--- config.mk ---
export PLATFORM = sky130hd
export DESIGN_NAME = aib_rx_word_align
export DESIGN_NICKNAME = d
export VERILOG_FILES = /design/src/rtl/aib_rx_word_align.sv
export SDC_FILE = /design/constraint.sdc
export NUM_CORES = 1
export LEC_CHECK = 0
export ABC_AREA = 1
export CAP_MARGIN = 0
export CELL_PAD_IN_SITES_DETAIL_PLACEMENT = 1
export CELL_PAD_IN_SITES_GLOBAL_PLACEMENT = 1
export CORE_UTILIZATION = 41
export CTS_BUF_LIST = sky130_fd_sc_hd__clkbuf_4 sky130_fd_sc_hd__clkbuf_8
export DETAILED_ROUTE_END_ITERATION = 6
export PLACE_DENSITY = 0.91
export SYNTH_ARGS = -nofsm -noshare
export SYNTH_HDL_FRONTEND = slang
export SYNTH_SLANG_ARGS = --single-unit
export TNS_END_PERCENT = 1
--- constraint.sdc ---
create_clock -name rd_clk -period 4.2 [get_ports rd_clk]
set_input_delay 0.84 -clock rd_clk [delete_from_list [all_inputs] [get_ports rd_clk]]
set_output_delay 0.84 -clock rd_clk [all_outputs]
set_load 0.02 [all_outputs]
--- src/rtl/aib_rx_word_align.sv ---
// AIB rx word aligner: pairs 40-bit half-words into 80-bit words using the bit-39 marker, locks/unlocks on marker pairs.
// Latency: dout/dout_vld, wa_slip and wa_lock are registered one rd_clk after the accepting edge.
// Backpressure: none; every din_vld half-word is consumed. Optional AIB_WA_ERR_CNT_EN builds the err_cnt counter.
module aib_rx_word_align #(
  parameter int LOCK_CNT = 4,
  parameter int LOSS_CNT = 2
) (
  input  logic        rd_clk,
  input  logic        rd_rstn,
  input  logic        wa_en,
  input  logic [39:0] din,
  input  logic        din_vld,
  output logic [79:0] dout,
  output logic        dout_vld,
  output logic        wa_lock,
  output logic        wa_slip,
  output logic [15:0] err_cnt
);

  typedef enum logic [1:0] {
    SEARCH  = 2'd0,
    CONFIRM = 2'd1,
    LOCKED  = 2'd2
  } state_t;

  localparam logic [3:0] LOCK_W = 4'(LOCK_CNT);
  localparam logic [3:0] LOSS_W = 4'(LOSS_CNT);

  state_t      state_q, state_d;
  logic        ph_q, ph_d;
  logic [39:0] lo_q, lo_d;
  logic [3:0]  gcnt_q, gcnt_d;
  logic [3:0]  bcnt_q, bcnt_d;
  logic [3:0]  gcnt_inc, bcnt_inc;
  logic        pair_good;
  logic        out_fire;
  logic        slip_d;
  logic        err_inc;

  // Good pair: lower half unmarked, upper half marked.
  assign pair_good = ~lo_q[39] & din[39];
  assign gcnt_inc  = gcnt_q + 4'd1;
  assign bcnt_inc  = bcnt_q + 4'd1;

  // Next-state: phase tracking, slip on bad pairs while hunting, lock/loss counting.
  always_comb begin
    state_d  = state_q;
    ph_d     = ph_q;
    lo_d     = lo_q;
    gcnt_d   = gcnt_q;
    bcnt_d   = bcnt_q;
    out_fire = 1'b0;
    slip_d   = 1'b0;
    err_inc  = 1'b0;
    if (!wa_en) begin
      state_d = SEARCH;
      ph_d    = 1'b0;
      gcnt_d  = 4'd0;
      bcnt_d  = 4'd0;
    end else if (din_vld) begin
      if (!ph_q) begin
        lo_d = din;
        ph_d = 1'b1;
      end else begin
        ph_d = 1'b0;
        case (state_q)
          SEARCH: begin
            if (pair_good) begin
              gcnt_d  = 4'd1;
              bcnt_d  = 4'd0;
              state_d = (LOCK_W == 4'd1) ? LOCKED : CONFIRM;
            end else begin
              // Slip by one half-word: this din becomes the new lower half.
              lo_d   = din;
              ph_d   = 1'b1;
              slip_d = 1'b1;
            end
          end
          CONFIRM: begin
            if (pair_good) begin
              gcnt_d = gcnt_inc;
              if (gcnt_inc == LOCK_W) begin
                state_d = LOCKED;
                bcnt_d  = 4'd0;
              end
            end else begin
              state_d = SEARCH;
              gcnt_d  = 4'd0;
              lo_d    = din;
              ph_d    = 1'b1;
              slip_d  = 1'b1;
            end
          end
          LOCKED: begin
            // Every locked pair is delivered, even the one that drops lock.
            out_fire = 1'b1;
            if (pair_good) begin
              bcnt_d = 4'd0;
            end else begin
              bcnt_d  = bcnt_inc;
              err_inc = 1'b1;
              if (bcnt_inc == LOSS_W) begin
                state_d = SEARCH;
                gcnt_d  = 4'd0;
                bcnt_d  = 4'd0;
              end
            end
          end
          default: state_d = SEARCH;
        endcase
      end
    end
  end

  // Alignment state registers.
  always_ff @(posedge rd_clk or negedge rd_rstn) begin
    if (!rd_rstn) begin
      state_q <= SEARCH;
      ph_q    <= 1'b0;
      lo_q    <= 40'd0;
      gcnt_q  <= 4'd0;
      bcnt_q  <= 4'd0;
    end else begin
      state_q <= state_d;
      ph_q    <= ph_d;
      lo_q    <= lo_d;
      gcnt_q  <= gcnt_d;
      bcnt_q  <= bcnt_d;
    end
  end

  // Registered outputs; dout holds its last word when nothing is delivered.
  always_ff @(posedge rd_clk or negedge rd_rstn) begin
    if (!rd_rstn) begin
      dout     <= 80'd0;
      dout_vld <= 1'b0;
      wa_lock  <= 1'b0;
      wa_slip  <= 1'b0;
    end else begin
      if (out_fire) begin
        dout <= {din, lo_q};
      end
      dout_vld <= out_fire;
      wa_lock  <= (state_d == LOCKED);
      wa_slip  <= slip_d;
    end
  end

`ifdef AIB_WA_ERR_CNT_EN
  // Saturating bad-pair counter; survives wa_en drops, cleared only by reset.
  always_ff @(posedge rd_clk or negedge rd_rstn) begin
    if (!rd_rstn) begin
      err_cnt <= 16'd0;
    end else if (err_inc && (err_cnt != 16'hFFFF)) begin
      err_cnt <= err_cnt + 16'd1;
    end
  end
`else
  assign err_cnt = 16'h0;
`endif

endmodule

==> summary.md <==
| Metric | Value |
|---|---|
| Setup violators final | `0` |
| Final cell count without fillers | `923` |
| Max cap viols | `0` |
| Endpoints failing hold | `0` |
| Antenna Violating Nets Remaining | `0` |
| Starting Density | `between 40% and 50%` |
| Crit path capture type | `flip-flop` |
| Tmin final | `about 2.5 ns` |
| CTS tree | `built` |
| Post-CTS Hold Buffers | `0` |
| Post-CTS sizing | `0` |
| Dpl ws | `about 1.2 ns` |
| Most common cell after layout, fill and taps aside | `nand2_1` |
| Crit start category | `input port` |
| Crit path max fanout | `41` |
| Slew Limit Fails | `0` |
| Clk_skew | `between 0.01 and 0.015 ns` |
| Routed len/inst | `approximately 15 um` |
| Vias in the first global route | `4,801` |
| Core area | `around 13,000 sq um` |
| Post-CTS setup buffer count | `0` |
| I/O Pins | `around 140` |
| Kind of critical path | `in -> reg` |
| Worst-case clock buffer depth | `2` |
| Die area | `around 14,000 sq um` |
| Initial antenna violation count | `0` |
| Total track usage | `21.3%` |
| Commonest cells after routing, fill and taps aside | `nand2_1, dfrtp_1, clkdlybuf4s50_1` |
| Clk Tree Root Cell | `clkbuf_8` |
| Violation count after the first detailed-route iteration | `~270` |
| Pwr/cell area | `401 nW/um^2` |
| Synthesis-to-layout area growth | `31.2%` |
| WHS | `0.471 ns` |
| Post-route cell area | `roughly 7400 sq um` |
| PnR worst setup slack | `around 1.7 ns` |
| Relative slew slack | `41.5%` |
| Die Span Y | `approximately 120 um` |
| Largest family of logic cells by synthesized area | `simple AND/OR/NAND/NOR gates` |
| EDFF count, synth | `0` |
| Synth cell types | `24` |
| Yosys warnings | `0` |
| Grt ovf | `0` |
| P_leak | `roughly 3.7 nW` |
| DR vias | `between 4,000 and 5,000` |
| Post-synthesis mux area share | `0%` |
| Yosys reg bits | `roughly 130` |
| XOR/XNOR share of the synthesized area | `0%` |
| Inserted Diodes | `0` |
| Adder-cell share of the synthesized area | `under 10%` |
| Detailed placer's ending HPWL | `a little under 10,000 um` |
| RSZ-0062 raised after global routing | `false` |
| First-pass GRT wire length | `roughly 23,000 um` |
| Post-place instance area | `6920 sq um` |
| Sequential area share after synthesis | `between 50% and 60%` |
| Layout cell share with drive strength beyond 1 | `8.84%` |
| Synth Area in Simple Gates | `about 18%` |
| Cells after Synth | `610` |
| Max VDD drop | `roughly 0.17 mV` |
| H-tree Lvls | `4` |
| Tightest Pin Transition | `0.875 ns` |
| Placer Congestion | `0.873` |
| Final nets | `between 700 and 800` |
| Total Neg Setup Slack | `0 ns` |
| 1st-pass router iterations | `4` |
| Compound-Gate Fraction of Synth Area | `a little over a tenth` |
| Synth Area per Inst | `~9 sq um` |
| Worst-path clk slew | `approximately 0.07 ns` |
| Post-Route WL | `approximately 14,000 um` |
| Tcrit/Tclk final | `60.5%` |
| PortBufs | `126` |
| Num CTS Buffers | `17` |
| Largest net degree at the start of global routing | `95` |
| Placed cells | `about 890` |
| Post-Syn Area | `approximately 5600 sq um` |
| Via density | `4.80` |
| Path type of the worst min-delay path | `in -> async` |
| Status | `complete, no violations` |
| Clock Latency Late Sink | `about 0.44 ns` |
| F_max | `roughly 0.39 GHz` |
| Drc violations | `0` |
| CTS Sinks | `between 100 and 150` |
| Synth async-reset ratio | `100%` |
| Arrival @ worst endpoint | `about 2.9 ns` |
| R2R setup slack | `around 1.9 ns` |
| Die Wd | `about 120 um` |
| Rows | `42` |
| Most used DFF post-synth | `dfrtp_1` |
| Data required, critical path | `approximately 4.6 ns` |
## where the power goes
group | internal (W) | total [W] | switching, W
clock network | 0.000735 | 0.00124 | 0.000506
logic | 0.000118 | 0.000289 | 0.000171
registers | 0.00137 | 0.00143 | 0.0000562
total | 0.00223 | 0.00296 | 0.000733
## per-layer routing
metal,global-route usage (%),part of all wire (%),up-vias
li1,-,-,2101
met1,25.6,43,2193
met2,37.4,52,114
met3,4.21,3.6,21
met4,7.99,1.7,0
met5,0,0,-
## cell usage after synthesis, drive strengths merged, types with 2 or more instances
master	count	area, sq um
nand2	235	882
dfrtp	134	3350
o21ai	92	539
inv	65	244
buf	35	284
nor2	15	76.3
ha	8	100
clkbuf	6	22.5
nand3	6	30.0
a21oi	5	25.0
nand4	2	12.5
nor3	2	10.0
## cells by family after synthesis
group | after synthesis
AO/OA/AOI/OAI | 100
adder cells (fa/ha/maj) | 8
buffers and inverters | 106
flip-flops | 134
other | 1
AND/OR/NAND/NOR | 261
## flip-flops by register name, indices dropped and copies added, names as in the netlist
name and flops:
bcnt_q 4, dout 80, dout_vld 1, gcnt_q 4
lo_q 40, ph_q 1, state_q 2, wa_lock 1
wa_slip 1
## stage by stage
step                utilization (%)  power, W
finish                         55.5   0.00296
floorplan                         -   0.00160
global route                   55.5   0.00307
detailed placement             52.0   0.00174
global placement               52.0   0.00172
CTS                            55.5   0.00299
## critical path: stages
cell             delay, ns
clkdlybuf4s50_1       0.45
inv_1                 0.06
nor2_2                0.20
a21oi_1               0.12
o21bai_4              0.69
buf_12                0.28
nand2_1               0.08
o21ai_1               0.12
## worst paths after layout
path | start | end | depth (start not counted)
min | rd_rstn | dout[19] | 1
max in group asynchronous | rd_rstn | wa_lock | 2
min reg2reg | dout[37] | dout[37] | 2
min in group rd_clk | dout[37] | dout[37] | 2
max | din[39] | lo_q[15] | 8
max reg2reg | state_q[0] | lo_q[15] | 8
## cell type report
cell class                      count  area, sq um
Fill cell                        1543         5920
Sequential cell                   134         3350
Multi-Input combinational cell    385         1780
Timing Repair Buffer              132         1320
Clock buffer                       19          262
Inverter                           65          246
Tap cell                          176          220
Clock inverter                     12          200
(Power assumes the default switching activity.)
